==> src/rtl/irq_prio_ctrl_pkg.sv <==
// Shared register map and vector-format constants for the interrupt controller.
package irq_prio_ctrl_pkg;

    localparam logic [3:0] A_PEND = 4'h0;
    localparam logic [3:0] A_MASK = 4'h1;
    localparam logic [3:0] A_MODE = 4'h2;
    localparam logic [3:0] A_VEC  = 4'h3;
    localparam logic [3:0] A_ISR  = 4'h4;
    localparam logic [3:0] A_CTRL = 4'h5;
    localparam logic [3:0] A_SRC  = 4'h6;

    localparam int unsigned DATA_W    = 8;
    localparam int unsigned ID_W      = 3;
    localparam int unsigned VALID_BIT = 7;

endpackage

==> src/rtl/irq_prio_enc.sv <==
// Lowest-index-wins priority encoder: reports whether any bit is set and the index of the lowest.
module irq_prio_enc
    import irq_prio_ctrl_pkg::*;
#(
    parameter int unsigned NSRC = 8
) (
    input  logic [NSRC-1:0] req,
    output logic            valid,
    output logic [ID_W-1:0] id
);

    always_comb begin
        valid = 1'b0;
        id    = '0;
        // Descending scan so the lowest set index is the last one to write.
        for (int i = int'(NSRC) - 1; i >= 0; i--) begin
            if (req[i]) begin
                valid = 1'b1;
                id    = ID_W'(i);
            end
        end
    end

endmodule

==> src/rtl/irq_prio_ctrl.sv <==
// Fixed-priority maskable interrupt controller with per-level nesting, vector acknowledge and EOI.
module irq_prio_ctrl
    import irq_prio_ctrl_pkg::*;
#(
    parameter int unsigned NSRC = 8,
    parameter bit          SYNC = 1'b1
) (
    input  logic              clk,
    input  logic              rst_n,
    input  logic [3:0]        AD,
    input  logic [7:0]        DI,
    output logic [7:0]        DO,
    input  logic              rw,
    input  logic              cs,
    input  logic [NSRC-1:0]   src,
    output logic              irq
);

    logic [NSRC-1:0]   s;
    logic [NSRC-1:0]   prev_q, pend_q, pend_d, mask_q, mode_q, isr_q, isr_d;
    logic [NSRC-1:0]   act, rise, w1c, ack_clr, cand_oh, top_oh;
    logic              gie_q, irq_q, fire, rd_en, wr_en, ack, eoi;
    logic              cand_valid, top_valid;
    logic [ID_W-1:0]   cand_id, top_id;
    logic [DATA_W-1:0] do_q, do_d;

    if (SYNC) begin : g_sync
        logic [NSRC-1:0] sync1_q, sync2_q;
        always_ff @(posedge clk or negedge rst_n) begin
            if (!rst_n) begin
                sync1_q <= '0;
                sync2_q <= '0;
            end else begin
                sync1_q <= src;
                sync2_q <= sync1_q;
            end
        end
        assign s = sync2_q;
    end else begin : g_nosync
        assign s = src;
    end

    assign act = pend_q & mask_q & ~isr_q;

    irq_prio_enc #(.NSRC(NSRC)) u_enc_act (
        .req   (act),
        .valid (cand_valid),
        .id    (cand_id)
    );

    irq_prio_enc #(.NSRC(NSRC)) u_enc_isr (
        .req   (isr_q),
        .valid (top_valid),
        .id    (top_id)
    );

    // Pre-empt only when the candidate outranks everything already in service.
    assign fire    = gie_q & cand_valid & (~top_valid | (cand_id < top_id));
    assign rd_en   = cs & rw;
    assign wr_en   = cs & ~rw;
    assign ack     = rd_en && (AD == A_VEC) && fire;
    assign eoi     = wr_en && (AD == A_ISR);
    assign cand_oh = NSRC'(1) << cand_id;
    assign top_oh  = NSRC'(1) << top_id;

    always_comb begin
        rise    = s & ~prev_q;
        w1c     = (wr_en && (AD == A_PEND)) ? DI[NSRC-1:0] : '0;
        ack_clr = ack ? cand_oh : '0;
        // Edge bits: clear requests lose to a fresh edge. Level bits track s.
        pend_d  = (mode_q & ((pend_q & ~w1c & ~ack_clr) | rise)) | (~mode_q & s);

        isr_d = isr_q;
        if (ack) begin
            isr_d = isr_d | cand_oh;
        end
        if (eoi && top_valid) begin
            isr_d = isr_d & ~top_oh;
        end

        do_d = do_q;
        if (rd_en) begin
            case (AD)
                A_PEND:  do_d = DATA_W'(pend_q);
                A_MASK:  do_d = DATA_W'(mask_q);
                A_MODE:  do_d = DATA_W'(mode_q);
                A_VEC: begin
                    do_d = '0;
                    if (fire) begin
                        do_d[VALID_BIT]  = 1'b1;
                        do_d[ID_W-1:0]   = cand_id;
                    end
                end
                A_ISR:   do_d = DATA_W'(isr_q);
                A_CTRL:  do_d = {gie_q, 7'b0};
                A_SRC:   do_d = DATA_W'(s);
                default: do_d = '0;
            endcase
        end
    end

    always_ff @(posedge clk or negedge rst_n) begin
        if (!rst_n) begin
            prev_q <= '0;
            pend_q <= '0;
            mask_q <= '0;
            mode_q <= '0;
            isr_q  <= '0;
            gie_q  <= 1'b0;
            irq_q  <= 1'b0;
            do_q   <= '0;
        end else begin
            prev_q <= s;
            pend_q <= pend_d;
            isr_q  <= isr_d;
            irq_q  <= fire;
            do_q   <= do_d;
            if (wr_en && (AD == A_MASK)) mask_q <= DI[NSRC-1:0];
            if (wr_en && (AD == A_MODE)) mode_q <= DI[NSRC-1:0];
            if (wr_en && (AD == A_CTRL)) gie_q  <= DI[7];
        end
    end

    assign DO  = do_q;
    assign irq = irq_q;

endmodule

==> config.mk <==
export PLATFORM = sky130hd
export DESIGN_NAME = irq_prio_ctrl
export DESIGN_NICKNAME = d
export VERILOG_FILES = /design/src/rtl/irq_prio_ctrl_pkg.sv /design/src/rtl/irq_prio_enc.sv /design/src/rtl/irq_prio_ctrl.sv
export SDC_FILE = /design/constraint.sdc
export NUM_CORES = 1
export LEC_CHECK = 0
export ABC_AREA = 0
export ABC_CLOCK_PERIOD_IN_PS = 5150
export BUFFER_PORTS_ARGS = -buffer_cell sky130_fd_sc_hd__buf_2
export CORE_MARGIN = 4
export CORE_UTILIZATION = 28
export CTS_BUF_LIST = sky130_fd_sc_hd__clkbuf_8
export CTS_CLUSTER_DIAMETER = 200
export DETAILED_ROUTE_END_ITERATION = 6
export GPL_ROUTABILITY_DRIVEN = 0
export PLACE_DENSITY = 0.46
export SKIP_CTS_REPAIR_TIMING = 1
export SYNTH_ARGS = -nofsm -noshare
export SYNTH_HDL_FRONTEND = slang
export SYNTH_SLANG_ARGS = --single-unit
==> constraint.sdc <==
create_clock -name clk -period 5.15 [get_ports clk]
set_clock_uncertainty 0.15 [all_clocks]
set_input_delay 0.7725 -clock clk [delete_from_list [all_inputs] [get_ports clk]]
set_output_delay 0.7725 -clock clk [all_outputs]
set_load 0.01 [all_outputs]
Word level (Yosys, flattened, before mapping)
Cells that the tools add are included.
{"block": "word_totals", "word_cells": 91, "in_bits": 24, "ff_bits": 66}
{"block": "classes", "order_cmp": 1, "n_eq_ne": 6, "bitwise_logic": 24, "muxes": 39, "n_shift": 2, "reduce_logical": 9}
{"cell": "AND 8 bit", "n": 8}
{"cell": "one-hot mux 8 bit (7 select lines)", "n": 1}
{"cell": "two-way mux 3 bit", "n": 17}
{"cell": "NOT 8 bit", "n": 6}
{"cell": "two-way mux 8 bit", "n": 4}
{"cell": "bitwise OR 8 bit", "n": 3}
{"cell": "two-way mux 1 bit", "n": 17}
{"cell": "<< shifter 1 x 3 -> 8 bit (first input constant)", "n": 2}
{"cell": "== test 4 x 3 -> 1 bit (second input constant)", "n": 3}
{"cell": "== test 4 x 2 -> 1 bit (second input constant)", "n": 2}
{"cell": "logical AND 1 bit", "n": 8}
{"cell": "AND 1 bit", "n": 4}
{"cell": "== test 4 x 1 -> 1 bit (second input constant)", "n": 1}
{"cell": "zero test 4 bit", "n": 1}
{"cell": "< comparator 3 bit", "n": 1}
{"cell": "NOT 1 bit", "n": 2}
{"cell": "bitwise OR 1 bit", "n": 1}

Logic depth before layout (Yosys ltp)
Gate-level depths: netlist (run 1).
{"block": "logic_depth", "word_depth": 20, "mapped_depth": 12, "mapped_depth_nobuf": 11}

Modules after synthesis
From an unflattened synthesis (run 1), not the netlist that was laid out.
{"block": "unflattened", "cells_unflattened": 284, "hier_area_um2": 3153.0}
{"module": "irq_prio_ctrl", "area_each_um2": 2992.9, "instances": 1, "seq_area_each_um2": 1651.6, "cells_each": 258}
{"module": "irq_prio_enc", "area_each_um2": 80.1, "instances": 2, "seq_area_each_um2": 0.0, "cells_each": 13}

Worst setup path before layout (run 1)
No wires, ideal clock.
{"block": "synth_path", "path_kind": "register to register", "from": "reg isr_q[3]", "to": "reg isr_q[4]", "slack_ps": 2406, "path_stages_with_launch": 10, "arrival_time_ps": 2501, "t_required_ps": 4906, "path_cell_list": "dfrtp_1 buf_4 or4_1 or2b_1 ha_1 nand2_1 nand3b_1 o31a_2 or2_1 a221oi_2"}
{"block": "synth_between", "elab_chain_len": 13, "word_cells_on_any_way": 32, "classes_between": "order compare (1); shift (2); mux (18); bitwise (9); reduce/logical (2)"}
{"element": "from (decl)", "line": "irq_prio_ctrl.sv:20", "source": "logic [NSRC-1:0] prev_q, pend_q, pend_d, mask_q, mode_q, isr_q, isr_d;"}
{"element": "from (signal assigned)", "line": "irq_prio_ctrl.sv:115", "source": "isr_q <= isr_d;"}
{"element": "NOT 8 bit", "line": "irq_prio_ctrl.sv:43", "source": "assign act = pend_q & mask_q & ~isr_q;"}
{"element": "AND 8 bit", "line": "irq_prio_ctrl.sv:43"}
{"element": "two-way mux 3 bit (4 in a row)", "line": "irq_prio_enc.sv:17", "source": "if (req[i]) begin"}
{"element": "< comparator 3 bit", "line": "irq_prio_ctrl.sv:58", "source": "assign fire = gie_q & cand_valid & (~top_valid | (cand_id < top_id));"}
{"element": "bitwise OR 1 bit", "line": "irq_prio_ctrl.sv:58"}
{"element": "AND 1 bit", "line": "irq_prio_ctrl.sv:58"}
{"element": "logical AND 1 bit", "line": "irq_prio_ctrl.sv:61", "source": "assign ack = rd_en && (AD == A_VEC) && fire;"}
{"element": "two-way mux 8 bit", "line": "irq_prio_ctrl.sv:74", "source": "if (ack) begin"}
{"element": "AND 8 bit", "line": "irq_prio_ctrl.sv:78", "source": "isr_d = isr_d & ~top_oh;"}
{"element": "two-way mux 8 bit *", "line": "irq_prio_ctrl.sv:77", "source": "if (eoi && top_valid) begin"}
{"element": "named net isr_d[4]", "line": "irq_prio_ctrl.sv:20"}
The timed path passes the listed nets; every way through them passes the cells marked *.
A chain may end at the register's enable or synchronous reset.

Final worst setup path (run 1)
{"block": "layout_path", "from": "reg isr_q[3]", "to": "reg pend_q[1]"}
{"block": "layout_between", "elab_chain_len": 16, "word_cells_on_any_way": 31, "classes_between": "order compare (1); shift (1); mux (17); bitwise (11); reduce/logical (1)"}
{"element": "NOT 8 bit", "line": "irq_prio_ctrl.sv:43"}
{"element": "AND 8 bit", "line": "irq_prio_ctrl.sv:43"}
{"element": "two-way mux 3 bit (4 in a row)", "line": "irq_prio_enc.sv:17"}
{"element": "< comparator 3 bit", "line": "irq_prio_ctrl.sv:58"}
{"element": "bitwise OR 1 bit", "line": "irq_prio_ctrl.sv:58"}
{"element": "AND 1 bit", "line": "irq_prio_ctrl.sv:58"}
{"element": "logical AND 1 bit", "line": "irq_prio_ctrl.sv:61"}
{"element": "two-way mux 8 bit *", "line": "irq_prio_ctrl.sv:69", "source": "ack_clr = ack ? cand_oh : '0;"}
{"element": "NOT 8 bit *", "line": "irq_prio_ctrl.sv:71", "source": "pend_d = (mode_q & ((pend_q & ~w1c & ~ack_clr) | rise)) | (~mode_q & s);"}
{"element": "AND 8 bit *", "line": "irq_prio_ctrl.sv:71"}
{"element": "bitwise OR 8 bit *", "line": "irq_prio_ctrl.sv:71"}
{"element": "AND 8 bit *", "line": "irq_prio_ctrl.sv:71"}
{"element": "bitwise OR 8 bit *", "line": "irq_prio_ctrl.sv:71"}
{"element": "named net pend_d[1]", "line": "irq_prio_ctrl.sv:20"}
{"element": "to (signal assigned)", "line": "irq_prio_ctrl.sv:114", "source": "pend_q <= pend_d;"}
{"element": "to (decl)", "line": "irq_prio_ctrl.sv:20"}
Marks and branches as above.

==> results of run 1 <==
area by class of cell:
cell class,count,area (µm²)
clock buffers,12,165
clock inverters,3,38.8
repair buffers,34,175
fillers,1130,7210
multi-input cells,206,1420
flip-flops and latches,66,1650
well taps,140,175
inverters,3,11.3
flip-flops by register name (all words and copies together) (netlist names):
signal          flops
DO                  8
g_sync.sync1_q      8
g_sync.sync2_q      8
gie_q               1
irq                 1
isr_q               8
mask_q              8
mode_q              8
pend_q              8
prev_q              8
path summary, 6_finish.rpt:
path | from | cells past startpoint | endpoint
min in group asynchronous | rst_n | 1 | mode_q[2]
worst min register to register | g_sync.sync1_q[6] | 0 | g_sync.sync2_q[6]
worst max-delay path | isr_q[3] | 11 | pend_q[1]
max in group asynchronous | rst_n | 2 | mode_q[6]
worst max register to register | isr_q[3] | 11 | pend_q[1]
worst min-delay path | g_sync.sync1_q[6] | 0 | g_sync.sync2_q[6]
routing by layer:
metal  part of all wire, %  GRT usage, %  up-vias
met3                   5.3          3.87       11
met5                     0             0        -
li1                      -             -     1127
met1                    47          19.3     1199
met4                   1.3          3.29        0
met2                    47          21.2       65
kinds of logic (layout without fill, tap and decap cells):
group / after synthesis / count (layout) / synth area share (%)
buf+inv: 11 / 52 / 1.49
fa+ha+maj: 2 / 2 / 0.804
compound gates: 68 / 68 / 16.6
simple gates: 108 / 108 / 18.2
flops: 66 / 66 / 53.1
mux: 28 / 28 / 9.85
report_power, final:
part,switching (mW),internal [mW]
logic,0.130,0.103
clock network,0.192,0.258
registers,0.0439,0.571
layout by cell type, fill, tap and decap left out, drive strengths merged, types with 2 or more instances in the layout:
| cell type | Yosys | layout |
|---|---|---|
| dfrtp | 66 | 66 |
| nand2 | 46 | 46 |
| buf | 2 | 34 |
| mux2 | 21 | 21 |
| o21ai | 18 | 18 |
| nor2 | 16 | 16 |
| clkbuf | 6 | 12 |
| a21oi | 8 | 8 |
| a22o | 8 | 8 |
| mux2i | 7 | 7 |
| nor3 | 7 | 7 |
| nand3 | 6 | 6 |
| nand3b | 5 | 5 |
| and3b | 4 | 4 |
| nand2b | 4 | 4 |
| or4 | 4 | 4 |
| inv | 3 | 4 |
| nor2b | 4 | 4 |
| o22a | 4 | 4 |
| a31oi | 4 | 4 |
| a222oi | 4 | 4 |
| nor4 | 3 | 3 |
| a2bb2oi | 3 | 3 |
| o21bai | 2 | 2 |
| a32oi | 2 | 2 |
| a31o | 2 | 2 |
| ha | 2 | 2 |
| a211oi | 2 | 2 |
| or3b | 2 | 2 |
critical path: cells and delay by family (launching register included):
kind	cells	cell delay (ns)
simple gates	5	1.10
compound gates	4	0.82
flops	1	0.50
fa+ha+maj	1	0.31
buf+inv	1	0.18
==> summary.md, run 1 <==
| Metric | Value |
|---|---|
| Status | completed |
| Via count | 2402 |
| Final hold slack | 0.197 ns |
| Final worst path period share | 61.4% |
| Sequential area share after synthesis | 53.1% |
| Initial DRC count | 166 |
| CP Cell Sequence | and3b_1 -> nand2b_1 -> o21bai_1 -> inv_1 -> ha_1 -> o21a_1 -> o22ai_2 -> nand2_2 -> nor4b_2 -> nand4_1 -> a22o_1 |
| Ant. Diodes | 0 |
| Register-to-register path setup slack | 1.99 ns |
| FP Rows | 38 |
| Worst Setup Slack, final | 1.99 ns |
| Initial antenna violation count | 0 |
| Total track usage | 13.8% |
| Static leakage | 1.59 nW |
| Core Area | 10800 µm² |
| Total power | 1.30 mW |
| First-pass GRT wire length | 13.7 mm |
| RSZ-0062 raised after global routing | false |
| CTS root buf | clkbuf_8 |
| TritonRoute pass-1 iters | 7 |
| Post-synth EDFFs | 0 |
| Clk Latency, worst-skew pair | 0.34 ns |
| Period minus WS final | 3.16 ns |
| Dpl hpwl | 6.16 mm |
| Sinks on Clock Net | 66 |
| Total grt overflow | 0 |
| Hold Vio Cnt, Final | 0 |
| Die height | 113 µm |
| H-Tree Depth | 3 |
| Post-Place Cells | 449 |
| Worst VDD drop | 0.0000990 V |
| Vias in the first global route | 2402 |
| Design Area, Final | 3630 µm² |
| Synthesized instance count | 283 |
| Top cell type's share of synthesized area | 53.1% |
| Num CTS Buffers | 9 |
| Post-Route WL | 8.39 mm |
| Number of routed nets with antenna violations | 0 |
| Layout area overhead | 16.7% |
| Setup TNS | 0 ns |
| Vias/cell | 5.18 |
| Die Area | 12900 µm² |
| Worst Tran Pin Value | 0.754 ns |
| Worst Path Class, Setup | flop to flop |
| Slew margin rel. | 49.7% |
| Worst hold path class | flop to flop |
| Placed Area | 3430 µm² |
| Max Fclk | 316 MHz |
| CTS tree | yes |
| Crit end category | flop |
| Cell taking the most area after synthesis | dfrtp_1 |
| Worst setup SP type | flop |
| Area contributors post-synth | dfrtp_1, mux2_2, nand2_1 |
| CP peak stage delay | 0.50 ns |
| Post-synth design cell area | 3110 µm² |
| Layout cells sized above 1 | 26.2% |
| Reg clk slew, reported paths | 0.07 ns |
| List of most frequent post-synthesis cells | dfrtp_1, nand2_1, mux2_2, o21ai_0, nor2_1 |
| CP max FO | 10 |
| Arr. time, crit path | 3.24 ns |
| Primary FF master, synth | dfrtp_1 |
| Slowest CP cell | dfrtp_1 |
| Max-cap violations | 0 |
| Distinct cells, synth | 56 |
| Most common cell in the netlist | dfrtp_1 |
| Final setup fails | 0 |
| Number of synthesized register bits | 66 |
| Core Util, Final | 33.5% |
| Port Buf Inserts | 32 |
| Ys Warns | 0 |
| Starting Density | 28.7% |
| Average wire per standard cell | 18.1 µm |
| Pin count of the biggest net entering global routing | 36 |
| Critical path required time | 5.23 ns |
| Pwr/cell area | 357 nW/µm² |
| Slew Limit Fails | 0 |
| CTS Buffer Depth | 2 |
| Final nets | 346 |
| DRC | 0 |
| Syn_area_per_cell | 11.0 µm² |
| Final Instance Count excl. Fillers | 464 |
| Async set-or-reset flop fraction in the synthesized netlist | 100% |
| Die X | 113 µm |
| Boundary Pins | 33 |
| Post-placement setup slack | 2.02 ns |
| Syn nets | 309 |
(Power assumes the default switching activity.)
==> run 2: changes to the inputs <==
- ABC_AREA: 0 -> 1
- ABC_CLOCK_PERIOD_IN_PS: 5150 -> 2800
- PLACE_DENSITY: 0.46 -> 0.47
- clock period: 5.15 -> 2.8 ns (I/O delays scaled with it)
==> summary.md, run 2 <==
| Metric | Value |
|---|---|
| Ys Warns | 0 |
| Vias/cell | 4.76 |
| Total power | 2.35 mW |
| Primary FF master, synth | dfrtp_1 |
| TritonRoute pass-1 iters | 5 |
| Top cell type's share of synthesized area | 52.3% |
| Syn nets | 410 |
| CP bufs+invs | 4 |
| Adder-cell share of the synthesized area | 0.792% |
| Post-placement setup slack | 0.230 ns |
| Final hold slack | 0.0232 ns |
| Final setup fails | 0 |
| Worst hold path class | primary input to flop |
| Core Area | 10900 µm² |
| Boundary Pins | 33 |
| Post-synthesis mux area share | 0% |
| Sequential area share after synthesis | 52.3% |
| Worst VDD drop | 0.000278 V |
| Initial DRC count | 180 |
| Total track usage | 14.1% |
| Syn_area_per_cell | 8.22 µm² |
| CTS root buf | clkbuf_8 |
| Worst Path Class, Setup | flop to flop |
| CP Cell Sequence | nor4_1 -> inv_1 -> nor2_1 -> inv_1 -> ha_1 -> nand2_1 -> inv_1 -> nand2_1 -> nand2_1 -> nand2_2 -> buf_4 -> nand4_4 -> o21bai_1 -> nand2_1 |
| CP max FO | 10 |
| Hold Path Origin | src[4] |
| Via count | 2737 |
| Die X | 114 µm |
| Leading cell type in the layout, fill and taps excluded | nand2_1 |
| Dpl hpwl | 6.40 mm |
| DRC | 0 |
| Slew margin rel. | 56.1% |
| Cell taking the most area after synthesis | dfrtp_1 |
| Worst Setup Slack, final | 0.223 ns |
| Arr. time, crit path | 2.66 ns |
| CTS Buffer Depth | 2 |
| Max-cap violations | 0 |
| Async set-or-reset flop fraction in the synthesized netlist | 100% |
| First-pass GRT wire length | 14.1 mm |
| Post-synth EDFFs | 0 |
| Final nets | 456 |
| H-Tree Depth | 3 |
| Most used cell, CP | nand2_1 |
| CTS tree | yes |
| Port Buf Inserts | 32 |
| Max Fclk | 388 MHz |
| Synth Area in XOR/XNOR | 0% |
| Sinks on Clock Net | 66 |
| Most frequent cells in the layout | nand2_1, dfrtp_1, inv_1, buf_2, o21ai_0 |
| Die height | 114 µm |
| Total grt overflow | 0 |
| CP top delay family | simple AND/OR/NAND/NOR gates |
| Initial antenna violation count | 0 |
| Synth Area in Simple Gates | 28.4% |
| Clk Latency, worst-skew pair | 0.35 ns |
| Setup TNS | 0 ns |
| Pin count of the biggest net entering global routing | 41 |
| Largest family of logic cells by synthesized area | simple AND/OR/NAND/NOR gates |
| FP Rows | 38 |
| Crit end category | flop |
| Worst setup SP type | flop |
| Static leakage | 1.82 nW |
| Number of synthesized register bits | 66 |
| Number of routed nets with antenna violations | 0 |
| Area contributors post-synth | dfrtp_1, nand2_1, o21ai_0 |
| Post-synthesis compound-gate area fraction | 12.6% |
| Post-synth design cell area | 3160 µm² |
| Slowest CP cell | dfrtp_1 |
| Ant. Diodes | 0 |
| Distinct cells, synth | 32 |
| Launch point of the worst reg-to-reg path | isr_q[2] |
| Layout cells sized above 1 | 16.8% |
| Vias in the first global route | 2625 |
| Average wire per standard cell | 14.9 µm |
| Starting Density | 28.9% |
| Slew Limit Fails | 0 |
| Die Area | 13000 µm² |
| Post-Route WL | 8.56 mm |
| Layout area overhead | 17.9% |
| CP peak stage delay | 0.43 ns |
| List of most frequent post-synthesis cells | nand2_1, dfrtp_1, inv_1, o21ai_0, nor2_1 |
| Synthesized instance count | 384 |
| Final worst path period share | 92.0% |
| Critical path required time | 2.89 ns |
| Num CTS Buffers | 9 |
| Most common cell in the netlist | nand2_1 |
| Worst Setup SP | isr_q[2] |
| Hold Vio Cnt, Final | 0 |
| RSZ-0062 raised after global routing | false |
| Pwr/cell area | 632 nW/µm² |
| Worst Tran Pin Value | 0.659 ns |
| Period minus WS final | 2.58 ns |
| Reg clk slew, reported paths | 0.07 ns |
| Status | completed |
## run 2: worst paths after layout
kind / endpoint / slack [ns] / cells after the start
max: pend_q[5] / 0.22 / 14
min: g_sync.sync1_q[4] / 0.02 / 1
max reg2reg: pend_q[5] / 0.22 / 14
min reg2reg: g_sync.sync2_q[5] / 0.20 / 0
max in group asynchronous: DO[7] / 1.38 / 3
min in group asynchronous: mask_q[1] / 0.49 / 2
## run 2: per-stage QoR
stage	util (%)	area, µm²	instances
final	34.1	3720	575
after global routing	34.1	3720	575
after CTS	33.9	3700	573
after detailed placement	32.2	3520	557
after global placement	32.2	3520	557
after floorplan	-	3160	384
## run 2: kinds of logic after synthesis
kind of cell,Yosys count
and+or+nand+nor,204
DFF,66
AOI/OAI and AO/OA,65
buffers and inverters,47
adders and majority gates,2
## run 2: per-layer routing
layer | up-vias | track usage (%) | wire [µm]
met5 | - | 0 | 0
met4 | 0 | 5.78 | 233
met3 | 20 | 2.70 | 368
met2 | 80 | 22.1 | 4040
met1 | 1296 | 19.1 | 3920
li1 | 1341 | - | -
## run 2: final cells by class
| class | instances | area [µm²] |
|---|---|---|
| fill | 1178 | 7210 |
| sequential | 66 | 1650 |
| inverter | 42 | 158 |
| clock buffer | 11 | 151 |
| multi-input combinational | 271 | 1320 |
| tap | 140 | 175 |
| clock inverter | 5 | 30.0 |
| timing repair buffer | 40 | 235 |
## run 2: where the power goes
group	switching [mW]	internal [mW]	total, mW	leakage, nW
clock	0.370	0.365	0.735	0.0965
sequential	0.0821	1.05	1.13	0.814
combinational	0.310	0.178	0.488	0.914
total	0.762	1.59	2.35	1.82
==> run 3: changes to the inputs <==
--- a/config.mk
+++ b/config.mk
@@ -13,4 +13,5 @@
 export CTS_BUF_LIST = sky130_fd_sc_hd__clkbuf_8
 export CTS_CLUSTER_DIAMETER = 200
+export CTS_CLUSTER_SIZE = 14
 export DETAILED_ROUTE_END_ITERATION = 6
 export GPL_ROUTABILITY_DRIVEN = 0
==> constraint.sdc (replaced) <==
create_clock -name clk -period 2.8 [get_ports clk]
set_clock_uncertainty 0.15 [all_clocks]
set_input_delay 0.28 -clock clk [delete_from_list [all_inputs] [get_ports clk]]
set_output_delay 0.28 -clock clk [all_outputs]
set_load 0.01 [all_outputs]
==> summary.md, run 3 (synthesis results as in run 2) <==
| Metric | Value |
|---|---|
| Status | completed |
| R2R cell count | 15 |
| Final nets | 463 |
| RSZ-0062 raised after global routing | false |
| Post-Route WL | 8.69 mm |
| Static leakage | 1.84 nW |
| Core Area | 10900 µm² |
| CTS Buffer Depth | 2 |
| Die X | 114 µm |
| Die height | 114 µm |
| Seq pwr share | 48.5% |
| Pin count of the biggest net entering global routing | 42 |
| CP Cell Sequence | nor3_2 -> inv_1 -> nand2_1 -> inv_1 -> a21oi_4 -> ha_1 -> nand2_1 -> inv_1 -> nand2_1 -> nand2_1 -> nand2_2 -> buf_4 -> nand4_4 -> o21bai_1 -> nand2_1 |
| DRC | 0 |
| Worst Path Class, Setup | flop to flop |
| FP Rows | 38 |
| Port Buf Inserts | 32 |
| Arr. time, crit path | 2.67 ns |
| Ant. Diodes | 0 |
| Sw Share | 33.0% |
| First-pass GRT wire length | 14.5 mm |
| Clock share of power | 30.5% |
| Worst r2r dst | pend_q[6] |
| Worst Setup SP | isr_q[2] |
| CP bufs+invs | 4 |
| CP peak stage delay | 0.44 ns |
| Vias in the first global route | 2763 |
| TritonRoute pass-1 iters | 4 |
| Total grt overflow | 0 |
| Num CTS Buffers | 9 |
| Average wire per standard cell | 15.0 µm |
| Initial antenna violation count | 0 |
| Comb power frac | 21.0% |
| CP top delay family | simple AND/OR/NAND/NOR gates |
| Worst Setup Slack, final | 0.210 ns |
| Die Area | 13000 µm² |
| Number of routed nets with antenna violations | 0 |
| Layout area overhead | 20.2% |
| Clk Latency, worst-skew pair | 0.36 ns |
| Multi-input gate area | 1330 µm² |
| Max Fclk | 386 MHz |
| Internal power | 1.57 mW |
| H-Tree Depth | 3 |
| Total track usage | 14.4% |
| Worst Tran Pin Value | 0.652 ns |
| Vias/cell | 4.70 |
| Dpl hpwl | 6.48 mm |
| Worst setup SP type | flop |
| Boundary Pins | 33 |
| Most used cell, CP | nand2_1 |
| Launch point of the worst reg-to-reg path | isr_q[2] |
| Layout cells sized above 1 | 16.8% |
| Sinks on Clock Net | 66 |
| Register-to-register path setup slack | 0.21 ns |
| Critical path required time | 2.88 ns |
| Worst VDD drop | 0.000313 V |
| Via count | 2728 |
| Pwr/cell area | 616 nW/µm² |
| Most frequent cells in the layout | nand2_1, dfrtp_1, inv_1, buf_2, o21ai_0 |
| Worst path depth | 15 |
| Setup TNS | 0 ns |
| Final setup fails | 0 |
| Slew margin rel. | 56.5% |
| Reg area | 1650 µm² |
| Max-cap violations | 0 |
| Filler cells | 1159 |
| Starting Density | 28.9% |
| Final worst path period share | 92.5% |
| Worst hold path class | primary input to flop |
| Slowest CP cell | dfrtp_1 |
| Reg clk slew, reported paths | 0.08 ns |
| Hold Vio Cnt, Final | 0 |
| CP max FO | 10 |
| Initial DRC count | 153 |
| Period minus WS final | 2.59 ns |
| Leading cell type in the layout, fill and taps excluded | nand2_1 |
| Worst Setup EP | pend_q[6] |
| CTS root buf | clkbuf_8 |
| Post-placement setup slack | 0.208 ns |
| Crit end category | flop |
| Slew Limit Fails | 0 |
| Sw Pwr | 0.771 mW |
| CTS tree | yes |
[run 3: changes by cell type in the layout (fill, tap and decap cells not counted)]
cell	previous run	this run
nor3_2	1	2
buf_4	6	5
clkinv_2	2	3
inv_1	39	38
nor3_1	4	3
clkbuf_8	11	10
nor4_1	2	1
nor4_2	0	1
dlygate4sd3_1	1	9
[run 3: final cells by class]
| class | instances | share of cell area [%] |
|---|---|---|
| clock buffers | 10 | 3.63 |
| clock inverters | 5 | 0.824 |
| inverters | 42 | 4.15 |
| multi-input cells | 271 | 35.1 |
| flip-flops and latches | 66 | 43.6 |
| well taps | 140 | 4.62 |
| repair buffers | 47 | 8.11 |
[run 3: power groups by stage]
stage / clock network [mW] / logic (mW) / registers, mW
CTS: 0.741 / 0.483 / 1.13
floorplan: 0 / 0.337 / 1.13
global placement: 0 / 0.486 / 1.15
global route: 0.786 / 0.560 / 1.15
finish: 0.713 / 0.490 / 1.13
detailed placement: 0 / 0.482 / 1.15
[run 3: how the worst min path moves through the flow]
stage	endpoint	slack (ns)	depth (start not counted)	start
after floorplan	DO[0]	-0.17	0	rst_n
after global placement	g_sync.sync2_q[1]	0.18	0	g_sync.sync1_q[1]
after detailed placement	g_sync.sync2_q[0]	0.19	0	g_sync.sync1_q[0]
after CTS	mask_q[1]	-0.19	1	rst_n
after global routing	pend_q[1]	0.07	4	DI[1]
final	mask_q[1]	0.05	3	DI[1]
[run 3: metrics by stage]
step	cell area [µm²]	hold slack (ns)	instances	util [%]	total power, mW
final	3790	0.0462	581	34.7	2.34
after global routing	3790	0.0706	581	34.7	2.50
after CTS	3690	-0.190	572	33.8	2.36
after detailed placement	3520	0.187	557	32.2	1.63
after global placement	3520	0.182	557	32.2	1.63
after floorplan	3160	-0.166	384	-	1.47
[run 3: worst reg2reg max path, cell delays in order (launching register included)]
cell,delay [ns]
dfrtp_1,0.44
nor3_2,0.19
inv_1,0.10
nand2_1,0.14
inv_1,0.09
a21oi_4,0.24
ha_1,0.27
nand2_1,0.06
inv_1,0.04
nand2_1,0.05
nand2_1,0.06
nand2_2,0.06
buf_4,0.18
nand4_4,0.14
o21bai_1,0.19
nand2_1,0.07
[run 3: layer usage]
metal | vias up | share of wire [%] | GRT usage (%)
li1 | 1358 | - | -
met3 | 11 | 4.1 | 3.17
met4 | 0 | 1.9 | 5.38
met5 | - | 0 | 0
met2 | 47 | 47 | 22.6
met1 | 1312 | 47 | 19.4
